===== src/rtl/fpu_pkg.sv =====
// Shared encodings for the FP pipeline control: op classes, forwarding
// selects and the iterative-op FSM states.
package fpu_pkg;

   // Op class (result-mux select); fc[2:1] of the ID op maps onto these.
   localparam logic [1:0] OPC_ADD  = 2'd0;
   localparam logic [1:0] OPC_MUL  = 2'd1;
   localparam logic [1:0] OPC_DIV  = 2'd2;
   localparam logic [1:0] OPC_SQRT = 2'd3;

   // Operand forwarding select for fs / ft.
   localparam logic [1:0] FWD_NONE = 2'b00;   // regfile value
   localparam logic [1:0] FWD_EX   = 2'b01;   // result leaving the last execute stage
   localparam logic [1:0] FWD_WB   = 2'b10;   // result sitting in writeback

   typedef enum logic [1:0] {
      IT_IDLE = 2'd0,
      IT_BUSY = 2'd1,
      IT_DONE = 2'd2
   } iter_state_e;

   // Youngest producer wins: last execute stage beats writeback.
   function automatic logic [1:0] fwd_sel(input logic use_src,
                                          input logic hit_ex,
                                          input logic hit_wb);
      if (!use_src)
         return FWD_NONE;
      else if (hit_ex)
         return FWD_EX;
      else if (hit_wb)
         return FWD_WB;
      else
         return FWD_NONE;
   endfunction

endpackage


===== src/rtl/fpu_iter_ctrl.sv =====
// Iterative-op (fdiv/fsqrt) stall sequencer. Holds ID for ITER_LAT cycles,
// then lets the op issue once without re-arming on the same instruction.
module fpu_iter_ctrl
   import fpu_pkg::*;
#(
   parameter int ITER_LAT = 10
)(
   input  logic                             clk,
   input  logic                             rst,
   input  logic                             ein,
   input  logic                             iter_op,
   input  logic                             stall_hz,
   output logic                             st_iter,
   output logic [$clog2(ITER_LAT+1)-1:0]    iter_cnt
);

   localparam int CNT_W = $clog2(ITER_LAT+1);

   iter_state_e state;
   logic        start;

   // A hazard stall takes priority; the iterative sequence only starts
   // once the operands are clear.
   assign start = ein & iter_op & ~stall_hz;

   // Stall request: the arming cycle counts as the first stall cycle.
   always_comb begin
      st_iter = 1'b0;
      unique case (state)
         IT_IDLE: st_iter = start;
         IT_BUSY: st_iter = 1'b1;
         default: st_iter = 1'b0;
      endcase
   end

   // State and remaining-cycle counter. BUSY covers the ITER_LAT-1 cycles
   // after arming; leaving when the count would reach zero makes the total
   // stall exactly ITER_LAT cycles. In DONE st_iter is low, so adv == ein.
   always_ff @(posedge clk) begin
      if (rst) begin
         state    <= IT_IDLE;
         iter_cnt <= '0;
      end else begin
         unique case (state)
            IT_IDLE: if (start) begin
               iter_cnt <= CNT_W'(ITER_LAT-1);
               state    <= (ITER_LAT == 1) ? IT_DONE : IT_BUSY;
            end
            IT_BUSY: begin
               iter_cnt <= iter_cnt - CNT_W'(1);
               if (iter_cnt <= CNT_W'(1))
                  state <= IT_DONE;
            end
            IT_DONE: if (ein)
               state <= IT_IDLE;
            default: state <= IT_IDLE;
         endcase
      end
   end

endmodule


===== src/rtl/fpu_pipe_ctrl.sv =====
// FP pipeline control: stages dest reg / write enable / op class through
// E1..E(STAGES) and W, detects RAW hazards for ID and picks forwarding.
module fpu_pipe_ctrl
   import fpu_pkg::*;
#(
   parameter int STAGES   = 3,
   parameter int RN_W     = 5,
   parameter int OPC_W    = 2,
   parameter int ITER_LAT = 10
)(
   input  logic                             clk,
   input  logic                             rst,
   input  logic                             ein,
   input  logic                             cancel_e1,
   input  logic [2:0]                       fc,
   input  logic                             wf,
   input  logic [RN_W-1:0]                  fd,
   input  logic [RN_W-1:0]                  fs,
   input  logic [RN_W-1:0]                  ft,
   input  logic                             use_fs,
   input  logic                             use_ft,
   output logic                             adv,
   output logic                             issue,
   output logic                             st_iter,
   output logic                             stall_hz,
   output logic [$clog2(ITER_LAT+1)-1:0]    iter_cnt,
   output logic                             sub_e1,
   output logic [STAGES*RN_W-1:0]           stage_n,
   output logic [STAGES*OPC_W-1:0]          stage_c,
   output logic [STAGES-1:0]                stage_w,
   output logic [RN_W-1:0]                  wn,
   output logic                             ww,
   output logic [1:0]                       fwd_s,
   output logic [1:0]                       fwd_t
);

   // Index 0..STAGES-1 are E1..E(STAGES); index STAGES is writeback.
   logic [STAGES:0]              wen_pipe;
   logic [STAGES:0][RN_W-1:0]    rn_pipe;
   logic [STAGES-1:0][OPC_W-1:0] opc_pipe;
   logic [STAGES-1:0]            w_eff;
   logic [STAGES-1:0]            hit_s, hit_t;
   logic [OPC_W-1:0]             opc_id;

   assign opc_id = OPC_W'(fc[2:1]);

   assign adv   = ein & ~st_iter;
   assign issue = adv & ~stall_hz;

   // E1 keeps its ungated enable while stalled; the cancel only masks what
   // is seen and what shifts onward.
   always_comb begin
      w_eff    = wen_pipe[STAGES-1:0];
      w_eff[0] = wen_pipe[0] & ~cancel_e1;
   end

   assign stage_w = w_eff;
   assign stage_n = rn_pipe[STAGES-1:0];
   assign stage_c = opc_pipe;
   assign ww      = wen_pipe[STAGES];
   assign wn      = rn_pipe[STAGES];

   // Per-stage source match.
   for (genvar k = 0; k < STAGES; k++) begin : g_match
      assign hit_s[k] = w_eff[k] & (rn_pipe[k] == fs);
      assign hit_t[k] = w_eff[k] & (rn_pipe[k] == ft);
   end

   // Producers before the last execute stage have no result yet: stall.
   assign stall_hz = (use_fs & (|hit_s[STAGES-2:0])) |
                     (use_ft & (|hit_t[STAGES-2:0]));

   assign fwd_s = fwd_sel(use_fs, hit_s[STAGES-1], ww & (wn == fs));
   assign fwd_t = fwd_sel(use_ft, hit_t[STAGES-1], ww & (wn == ft));

   // Stage registers: shift on advance, E1 gets the ID op or a bubble.
   always_ff @(posedge clk) begin
      if (rst) begin
         wen_pipe <= '0;
         rn_pipe  <= '0;
         opc_pipe <= '0;
         sub_e1   <= 1'b0;
      end else if (adv) begin
         wen_pipe[0] <= wf & issue;
         rn_pipe[0]  <= issue ? fd : '0;
         opc_pipe[0] <= issue ? opc_id : '0;
         sub_e1      <= issue & fc[0];
         for (int k = 1; k < STAGES; k++) begin
            wen_pipe[k] <= w_eff[k-1];
            rn_pipe[k]  <= rn_pipe[k-1];
            opc_pipe[k] <= opc_pipe[k-1];
         end
         wen_pipe[STAGES] <= w_eff[STAGES-1];
         rn_pipe[STAGES]  <= rn_pipe[STAGES-1];
      end
   end

   fpu_iter_ctrl #(.ITER_LAT(ITER_LAT)) u_iter (
      .clk      (clk),
      .rst      (rst),
      .ein      (ein),
      .iter_op  (fc[2]),
      .stall_hz (stall_hz),
      .st_iter  (st_iter),
      .iter_cnt (iter_cnt)
   );

endmodule


===== config.mk =====
export PLATFORM = sky130hd
export DESIGN_NAME = fpu_pipe_ctrl
export DESIGN_NICKNAME = d
export VERILOG_FILES = /design/src/rtl/fpu_pkg.sv /design/src/rtl/fpu_iter_ctrl.sv /design/src/rtl/fpu_pipe_ctrl.sv
export SDC_FILE = /design/constraint.sdc
export NUM_CORES = 1
export LEC_CHECK = 0
export ABC_CLOCK_PERIOD_IN_PS = 4700
export BUFFER_PORTS_ARGS = -buffer_cell sky130_fd_sc_hd__buf_2
export CORE_MARGIN = 10
export CORE_UTILIZATION = 55
export DETAILED_ROUTE_END_ITERATION = 7
export GPL_ROUTABILITY_DRIVEN = 0
export GPL_TIMING_DRIVEN = 0
export PLACE_DENSITY = 0.87
export SLEW_MARGIN = 20
export SYNTH_ARGS = -nofsm -noshare
export SYNTH_HDL_FRONTEND = slang
export SYNTH_SLANG_ARGS = --single-unit

===== constraint.sdc =====
create_clock -name clk -period 4.7 [get_ports clk]
set_input_delay 0.94 -clock clk [delete_from_list [all_inputs] [get_ports clk]]
set_output_delay 0.94 -clock clk [all_outputs]
set_load 0.05 [all_outputs]

== Yosys cells after proc, flatten, opt, wreduce, memory -nomap -nowiden ==
Cells that the tools add are included.

* Bits in registers: 37
* Bits of input ports: 25
* Output and inout bits: 43
* Word-level logic and storage cells: 68

* Add/subtract/negate cells: 1
* Magnitude comparators: 1
* Equal/unequal tests: 13
* Multiplexer cells: 15
* Bitwise gates (word level): 21
* Reduce and logical (&&, ||, !) cells: 6

{| class="wikitable"
|+ Operators by type and width
! operator !! count
|-
| == test 5 bit || 8
|-
| 2-to-1 mux 2 bit || 10
|-
| AND 1 bit || 17
|-
| one-hot mux 4 bit (2 select lines) || 1
|-
| one-hot mux 2 bit (3 select lines) || 1
|-
| 2-to-1 mux 5 bit || 1
|-
| less-or-equal comparator 4 x 1 -> 1 bit, second input constant || 1
|-
| 2-to-1 mux 4 bit || 1
|-
| inequality test 2 x 1 -> 1 bit, second input constant || 2
|-
| OR reduction 2 bit || 2
|-
| subtractor 4 x 1 -> 4 bit, second input constant || 1
|-
| NOT 1 bit || 3
|-
| AND reduction 3 bit || 1
|-
| == test 2 x 1 -> 1 bit, second input constant || 1
|-
| == test 2 bit, second input constant || 1
|-
| logical NOT 2 bit || 1
|-
| inequality test 2 bit, second input constant || 1
|-
| one-hot mux 1 bit (2 select lines) || 1
|-
| AND reduction 2 bit || 1
|-
| nonzero test 2 bit || 1
|-
| bitwise OR 1 bit || 1
|}

== Longest topological paths before layout ==
Gate-level depths: netlist (run 1).

* Depth in word-level cells: 13
* Depth in mapped cells: 9
* Depth with buffers taken out: 7

== By module ==
A second synthesis (run 1) with hierarchy kept.

* Cells, all modules: 253
* Area, all modules: 2118.3 µm²

{| class="wikitable"
|+ By module, submodules not included
! module !! times used !! cells each !! area each (µm²) !! sequential area each (µm²)
|-
| fpu_pipe_ctrl || 1 || 216 || 1785.5 || 620.6
|-
| fpu_iter_ctrl || 1 || 37 || 332.8 || 120.1
|}

== Least setup slack after synthesis (run 1) ==
No wires, ideal clock.

* Path type: input -> output
* Start point: input port cancel_e1
* End point: output port issue
* Arrival time: 3.088 ns
* Path slack: 0.672 ns
* Cell stages on the path: 6
* Cell sequence: and2b_1 nand3_1 o22a_1 clkbuf_1 nand2_1 nor2_1

* Word-level cells in the longest chain between the ends: 12

{| class="wikitable"
|+ Ends and longest elaborated chain
! item !! RTL line !! source
|-
| from (decl) || fpu_pipe_ctrl.sv:14 || <nowiki>input logic cancel_e1,</nowiki>
|-
| NOT 1 bit (*) || fpu_pipe_ctrl.sv:54 || <nowiki>w_eff[0] = wen_pipe[0] & ~cancel_e1;</nowiki>
|-
| AND 1 bit (*) || fpu_pipe_ctrl.sv:54 ||
|-
| AND 1 bit (on tied branches) || fpu_pipe_ctrl.sv:65, fpu_pipe_ctrl.sv:66 ||
|-
| OR reduction 2 bit (on tied branches) || fpu_pipe_ctrl.sv:70, fpu_pipe_ctrl.sv:71 ||
|-
| AND 1 bit (on tied branches) || fpu_pipe_ctrl.sv:70, fpu_pipe_ctrl.sv:71 ||
|-
| bitwise OR 1 bit (*) || fpu_pipe_ctrl.sv:70 || <nowiki>assign stall_hz = (use_fs & (|hit_s[STAGES-2:0])) |</nowiki>
|-
| named net stall_hz || fpu_pipe_ctrl.sv:25 || <nowiki>output logic stall_hz,</nowiki>
|-
| NOT 1 bit (*) || fpu_iter_ctrl.sv:24, fpu_pipe_ctrl.sv:48 ||
|-
| AND 1 bit || fpu_iter_ctrl.sv:24 || <nowiki>assign start = ein & iter_op & ~stall_hz;</nowiki>
|-
| one-hot mux 1 bit (2 select lines) || fpu_iter_ctrl.sv:29 || <nowiki>unique case (state)</nowiki>
|-
| NOT 1 bit || fpu_pipe_ctrl.sv:47 || <nowiki>assign adv = ein & ~st_iter;</nowiki>
|-
| AND 1 bit || fpu_pipe_ctrl.sv:47 ||
|-
| AND 1 bit (*) || fpu_pipe_ctrl.sv:48 || <nowiki>assign issue = adv & ~stall_hz;</nowiki>
|-
| to (decl) || fpu_pipe_ctrl.sv:23 || <nowiki>output logic issue,</nowiki>
|}

Mark *: on every way through the listed nets, which the timed path passes. The rest lies on a longest branch.

== Final worst setup path (run 1) ==
* Start point: input port fs[1]
* End point: output port adv

* Word-level cells in the longest chain between the ends: 10

{| class="wikitable"
|+ Ends and longest elaborated chain
! item !! RTL line !! source
|-
| from (decl) || fpu_pipe_ctrl.sv:18 || <nowiki>input logic [RN_W-1:0] fs,</nowiki>
|-
| == test 5 bit || fpu_pipe_ctrl.sv:65 || <nowiki>assign hit_s[k] = w_eff[k] & (rn_pipe[k] == fs);</nowiki>
|-
| AND 1 bit || fpu_pipe_ctrl.sv:65 ||
|-
| OR reduction 2 bit (*) || fpu_pipe_ctrl.sv:70 ||
|-
| AND 1 bit (*) || fpu_pipe_ctrl.sv:70 ||
|-
| bitwise OR 1 bit (*) || fpu_pipe_ctrl.sv:70 ||
|-
| NOT 1 bit (*) || fpu_iter_ctrl.sv:24 ||
|-
| AND 1 bit (*) || fpu_iter_ctrl.sv:24 ||
|-
| one-hot mux 1 bit (2 select lines) (*) || fpu_iter_ctrl.sv:29 ||
|-
| NOT 1 bit (*) || fpu_pipe_ctrl.sv:47 ||
|-
| AND 1 bit (*) || fpu_pipe_ctrl.sv:47 ||
|-
| to (decl) || fpu_pipe_ctrl.sv:22 || <nowiki>output logic adv,</nowiki>
|}

Every way passes the cells marked *; elsewhere a longest branch is shown, timed or not.

==> flow_summary_export.csv, run 1 <==
group,metric,value,unit
setup_path,reg2reg_setup_slack,2780,ps
synth,ys_warn_count,0,
clock_tree,clk_transition_reported_paths,70,ps
timing,setup_tns,0,ps
synth,ys_seq_area_share,35.1,%
global_route,grt_pass1_wl,8860,microns
cells_and_area,syn_to_final_growth,20.3,%
timing,fin_skew,4.83,ps
power_and_ir_drop,pwr-share-seq,47.3,%
clock_tree,cts_tree,"built",
setup_path,path_class,"in -> out",
timing,maxSlewViolCount,0,
clock_tree,cts_root_buffer,"clkbuf_8",
drt,dr.pass1.iters,4,
floorplan,die_area,6710,sq um
global_route,grt_pass1_vias,1870,
global_route,antenna_found_initial,0,
cells_and_area,nNetsFinal,329,
placed_design,preCtsSetupSlack,1140,ps
floorplan,initial_core_util,57.2,%
synth,synth_fp_nets,265,
cells_and_area,antenna_cells,0,
synth,netlist_instances,238,
drt,vias_per_cell,5.30,
placed_design,dpl.hpwl,4420,microns
timing,fin_crit,3560,ps
power_and_ir_drop,pwr-share-comb,22.7,%
power_and_ir_drop,clockPowerShare,30.0,%
timing,worst_slack,1140,ps
clock_tree,htree_num_levels,2,
cells_and_area,final_cell_area,2540,sq um
synth,synth.avg_cell_area,8.86,sq um
clock_tree,cts_setup_buffers,0,
floorplan,fp.dieW,81.9,microns
setup_path,slowest_stage,"o22a_1",
clock_tree,cts_resized,0,
drt,drtAntennaViolNets,0,
power_and_ir_drop,powerDensity,280,nW/um^2
cells_and_area,fillers,316,
timing,timing.fmax,281,MHz
setup_path,crit_arrival,2620,ps
floorplan,die_height,81.9,microns
setup_path,r2r-start,"stage_n[6]",
clock_tree,numCtsBuffers,5,
global_route,grt_start_max_net_pins,12,
clock_tree,hold_buffers,0,
floorplan,rows,22,
synth,netlist_area,2110,sq um
synth,synth-seq-cells,37,
global_route,grt.total_usage,16.6,%
floorplan,coreArea,3690,sq um
drt,wl,5440,microns
synth,synth.distinct_cells,33,
clock_tree,cts.path.max_buffers,2,
timing,finalSetupViolCount,0,
worst_hold_path,hold_path_class,"reg -> reg",
drt,initialDrtViolationCount,77,
power_and_ir_drop,vdd_ir_drop_max,0.188,mV
status,outcome,"finished, final reports clean",
drt,wl_per_cell,15.5,microns
flow_run,maxCapViolations,0,
setup_path,path_cells,"buf_2 -> xnor2_1 -> nand4_1 -> o22a_1 -> a41o_1 -> buf_6 -> clkinv_2 -> buf_6 -> buf_2",
setup_path,crit_path_start,"fs[1]",
setup_path,critPathMaxStageDelay,310,ps
setup_path,cp.required,3760,ps
drt,vias,1861,
power_and_ir_drop,p_int,0.487,mW
drt,drc_errors,0,
setup_path,crit_path_start_kind,"input port",
clock_tree,clk_latency,290,ps
placed_design,post_dp_cell_area,2450,sq um
worst_hold_path,holdCritStartpoint,"stage_c[5]",
clock_tree,clock-sinks,37,
power_and_ir_drop,sw_frac_of_total,31.5,%
placed_design,port_buffers,57,
timing,relSlewSlack,61.1,%
setup_path,endpoint_kind,"primary output",
power_and_ir_drop,switchingPower,0.224,mW
floorplan,ios,68,
power_and_ir_drop,leakagePower,1.20,nW
timing,post-route-period-util,75.8,%
timing,worstMarginPinSlew,584,ps
timing,rsz0062_at_grt,"no",
timing,finalHoldViolations,0,
global_route,overflow,0,
setup_path,cp_max_fo,10,
cells_and_area,drive_gt1_share,27.1,%
-- worst paths after layout --
check	end	cells past startpoint
worst max-delay path	adv	9
worst min-delay path	stage_c[5]	2
worst max register to register	wen_pipe[2]	8
worst min register to register	stage_c[5]	2
-- power by group through the flow --
stage / clock [mW] / sequential (mW) / combinational (mW)
4_1_cts: 0.215 / 0.336 / 0.162
3_5_place_dp: 0 / 0.343 / 0.162
6_report: 0.213 / 0.336 / 0.161
5_1_grt: 0.230 / 0.338 / 0.174
3_3_place_gp: 0 / 0.342 / 0.159
2_1_floorplan: 0 / 0.371 / 0.0959
-- cells by family (layout without fill, tap and decap cells) --
logic type	after synthesis	after routing	synth area share (%)
flops	37	37	35.1
buf+inv	31	96	8.90
fa+ha+maj	2	2	1.19
simple gates	81	81	18.0
xor+xnor	40	40	16.6
compound gates	17	17	5.99
mux	30	30	14.2
-- routing by layer --
| layer | vias to the layer above | GRT usage [%] | wire (microns) |
|---|---|---|---|
| li1 | 944 | - | - |
| met1 | 846 | 18.7 | 2200 |
| met2 | 65 | 28.2 | 2630 |
| met3 | 6 | 5.79 | 544 |
| met4 | 0 | 5.95 | 61 |
| met5 | - | 0 | 0 |
-- cell type report --
class	count	area [sq um]	area share (%)
Multi-Input combinational cell	170	1180	46.5
Sequential cell	37	741	29.2
Timing Repair Buffer	57	285	11.2
Buffer	23	156	6.16
Clock buffer	6	72.6	2.86
Tap cell	48	60.1	2.37
Inverter	8	31.3	1.23
Clock inverter	2	10.0	0.394
-- state kept, by name, summed over array words and instances, names as in the netlist --
name / count
wen_pipe: 4
stage_n: 15
sub_e1: 1
u_iter.iter_cnt: 4
wn: 5
stage_c: 6
u_iter.state: 2
-- per-stage QoR --
step | total power [mW] | cells | hold WS [ps] | utilization, %
after detailed placement | 0.505 | 343 | 451 | 66.6
after CTS | 0.713 | 351 | 462 | 68.8
after global routing | 0.741 | 351 | 490 | 68.8
after global placement | 0.501 | 343 | 445 | 66.6
final | 0.711 | 351 | 459 | 68.8
after floorplan | 0.467 | 238 | 434 | -
-- cell usage after synthesis --
master	count	share of area, %
buf_2	8	1.9
o21ai_0	3	0.71
nand3_1	8	1.9
a211oi_1	1	0.36
nor4_1	2	0.59
and3_1	3	0.89
o22a_1	2	0.83
and2b_1	1	0.36
nand2_1	38	6.8
mux2i_1	30	14
clkinv_2	1	0.24
and2_1	2	0.59
clkbuf_1	6	1.1
o2111ai_1	1	0.42
o41ai_1	1	0.42
dfxtp_1	37	35
or3_1	1	0.30
nor2_1	7	1.2
a221o_1	1	0.47
nor3_1	5	1.2
ha_1	2	1.2
buf_4	2	0.71
a31oi_1	3	0.89
a21oi_1	2	0.47
xnor2_1	32	13
clkinv_1	1	0.18
a41o_1	1	0.47
a311o_1	1	0.47
nand4_1	14	4.2
buf_6	7	3.7
o311a_1	1	0.47
xor2_1	8	3.3
inv_1	6	1.1
-- placed cells by master (no fill, tap or decap), drive strengths merged, types with 2 or more instances in the layout --
master / instances
buf: 74
nand2: 38
dfxtp: 37
xnor2: 32
mux2i: 30
nand4: 14
clkbuf: 12
nand3: 8
xor2: 8
nor2: 7
inv: 6
nor3: 5
clkinv: 4
a31oi: 3
and3: 3
o21ai: 3
o22a: 2
nor4: 2
and2: 2
a21oi: 2
ha: 2
-- critical path, delay by kind of cell --
family | cells | cell delay, ps
AO/OA/AOI/OAI | 2 | 590
XOR/XNOR | 1 | 160
buffers and inverters | 5 | 800
AND/OR/NAND/NOR | 1 | 140
Power figures use the tool's default switching activity.
==> run 2: changes to the inputs <==
--- a/config.mk
+++ b/config.mk
@@ -5,14 +5,14 @@
 export SDC_FILE = /design/constraint.sdc
 export NUM_CORES = 1
 export LEC_CHECK = 0
-export ABC_CLOCK_PERIOD_IN_PS = 4700
+export ABC_CLOCK_PERIOD_IN_PS = 3350
 export BUFFER_PORTS_ARGS = -buffer_cell sky130_fd_sc_hd__buf_2
 export CORE_MARGIN = 10
-export CORE_UTILIZATION = 55
+export CORE_UTILIZATION = 51
 export DETAILED_ROUTE_END_ITERATION = 7
 export GPL_ROUTABILITY_DRIVEN = 0
 export GPL_TIMING_DRIVEN = 0
-export PLACE_DENSITY = 0.87
+export PLACE_DENSITY = 0.81
 export SLEW_MARGIN = 20
 export SYNTH_ARGS = -nofsm -noshare
 export SYNTH_HDL_FRONTEND = slang
==> constraint.sdc (replaced) <==
create_clock -name clk -period 3.35 [get_ports clk]
set_input_delay 0.67 -clock clk [delete_from_list [all_inputs] [get_ports clk]]
set_output_delay 0.67 -clock clk [all_outputs]
set_load 0.05 [all_outputs]
==> run 2 against run 1 <==
  * Hold slack improved by 0.82 ps
  * Non-clock buffer count did not move
  * Total power rose by 47%
  * Global-route usage fell by 1.2 points
  * Largest power group unchanged
==> flow_summary_export.csv, run 2 (synthesized netlist as in run 1, its figures left out) <==
group,metric,value,unit
floorplan,fp.dieW,84.3,microns
drt,vias_per_cell,5.34,
setup_path,slowest_stage,"o22a_1",
worst_hold_path,holdCritStartpoint,"wen_pipe[0]",
drt,wl_per_cell,16.0,microns
power_and_ir_drop,sw_frac_of_total,30.6,%
setup_path,cp.depth,9,
floorplan,die_area,7110,sq um
placed_design,dpl.hpwl,4430,microns
setup_path,r2r-end,"stage_c[3]",
drt,vias,1886,
setup_path,crit_path_start_kind,"input port",
power_and_ir_drop,leakagePower,1.21,nW
clock_tree,cts_tree,"built",
worst_hold_path,hold_path_class,"reg -> reg",
clock_tree,numCtsBuffers,5,
clock_tree,cts_resized,0,
floorplan,ios,68,
status,outcome,"finished, final reports clean",
global_route,grt_pass1_wl,9160,microns
drt,wl,5640,microns
clock_tree,hold_buffers,0,
setup_path,path_cells,"buf_6 -> xnor2_1 -> nand4_1 -> o22a_1 -> a41o_1 -> buf_6 -> clkinv_2 -> buf_6 -> buf_2",
cells_and_area,antenna_cells,0,
clock_tree,cts_root_buffer,"clkbuf_8",
power_and_ir_drop,p_int,0.725,mW
worst_hold_path,hold_depth,2,
setup_path,path_class,"in -> out",
global_route,grt_pass1_vias,1931,
timing,timing.fmax,333,MHz
clock_tree,cts.path.max_buffers,2,
cells_and_area,fin_util,64.0,%
placed_design,post_dp_cell_area,2460,sq um
timing,setup_tns,0,ps
setup_path,critPathTopFamily,"buffers and inverters",
setup_path,ff2ff_path_depth,8,
cells_and_area,drive_gt1_share,27.7,%
clock_tree,clk_transition_reported_paths,80,ps
setup_path,cp.required,2680,ps
setup_path,path_common_cell,"buf_6",
timing,hold_slack,460,ps
drt,drtAntennaViolNets,0,
setup_path,reg2reg_setup_slack,1430,ps
setup_path,crit_arrival,2330,ps
power_and_ir_drop,switchingPower,0.319,mW
floorplan,die_height,84.3,microns
power_and_ir_drop,clockPowerShare,32.9,%
global_route,overflow,0,
drt,dr.pass1.iters,4,
cells_and_area,largest_reg_flops,15,
timing,rsz0062_at_grt,"no",
power_and_ir_drop,powerDensity,408,nW/um^2
cells_and_area,nNetsFinal,329,
timing,relSlewSlack,62.4,%
clock_tree,cts_setup_buffers,0,
timing,fin_crit,3000,ps
placed_design,port_buffers,57,
power_and_ir_drop,p_total,1.04,mW
timing,finalHoldViolations,0,
drt,initialDrtViolationCount,94,
clock_tree,htree_num_levels,2,
setup_path,cp_max_fo,10,
clock_tree,clk_latency,290,ps
floorplan,rows,23,
setup_path,r2r-start,"stage_n[0]",
timing,worstMarginPinSlew,563,ps
timing,post-route-period-util,89.6,%
global_route,grt_start_max_net_pins,12,
setup_path,critPathMaxStageDelay,290,ps
cells_and_area,final_common_cell,"buf_2",
clock_tree,clock-sinks,37,
floorplan,initial_core_util,52.7,%
global_route,grt.total_usage,15.4,%
setup_path,endpoint_kind,"primary output",
drt,drc_errors,0,
cells_and_area,syn_to_final_growth,21.4,%
worst_hold_path,min_to,"wen_pipe[0]",
setup_path,cp.buffers_inverters,5,
timing,maxSlewViolCount,0,
power_and_ir_drop,vdd_ir_drop_max,0.279,mV
cells_and_area,final_cell_mix,"buf_2, nand2_1, dfxtp_1",
timing,finalSetupViolCount,0,
flow_run,maxCapViolations,0,
power_and_ir_drop,pwr-share-comb,22.0,%
global_route,antenna_found_initial,0,
timing,fin_skew,11.4,ps
floorplan,coreArea,4000,sq um
power_and_ir_drop,pwr-share-seq,45.1,%
cells_and_area,final_cell_area,2560,sq um
## run 2: final cells by class
class / count / area, sq um
plain buffers: 23 / 156
clock buffers: 7 / 96.3
clock inverters: 1 / 5.00
fillers: 361 / 1440
inverters: 8 / 31.3
multi-input cells: 170 / 1180
flip-flops and latches: 37 / 741
well taps: 50 / 62.6
repair buffers: 57 / 285
## run 2: power by group through the flow
| stage | registers (mW) | clock network, mW | logic (mW) |
|---|---|---|---|
| floorplan | 0.521 | 0 | 0.135 |
| global placement | 0.480 | 0 | 0.225 |
| detailed placement | 0.480 | 0 | 0.229 |
| CTS | 0.470 | 0.344 | 0.231 |
| global route | 0.473 | 0.368 | 0.246 |
| finish | 0.471 | 0.344 | 0.230 |
## run 2: through the flow
step,cells,setup slack (ps)
after floorplan,238,71.9
after global placement,345,403
after detailed placement,345,374
after CTS,353,348
after global routing,353,274
final,353,350
## run 2: worst max path at each step
stage / slack [ps] / from / to
after floorplan: 70 / cancel_e1 / issue
after detailed placement: 370 / fs[2] / adv
after CTS: 350 / fs[0] / adv
after global routing: 270 / cancel_e1 / adv
after global placement: 400 / fs[1] / adv
final: 350 / fs[0] / adv
## run 2: metal layers
metal | share of wire, % | vias to the layer above | routed length [microns] | GRT usage (%)
met4 | 1.6 | 0 | 90 | 4.87
met3 | 8.4 | 9 | 475 | 5.99
met5 | 0 | - | 0 | 0
met1 | 43 | 871 | 2410 | 17.2
met2 | 47 | 66 | 2670 | 26.0
li1 | - | 940 | - | -
## run 2: worst register-to-register path, delay by kind of cell, from the launching register on
| family | cells | cell delay [ps] |
|---|---|---|
| compound gates | 2 | 570 |
| buf+inv | 3 | 370 |
| flops | 1 | 360 |
| xor+xnor | 1 | 230 |
| mux | 1 | 200 |
| simple gates | 1 | 130 |
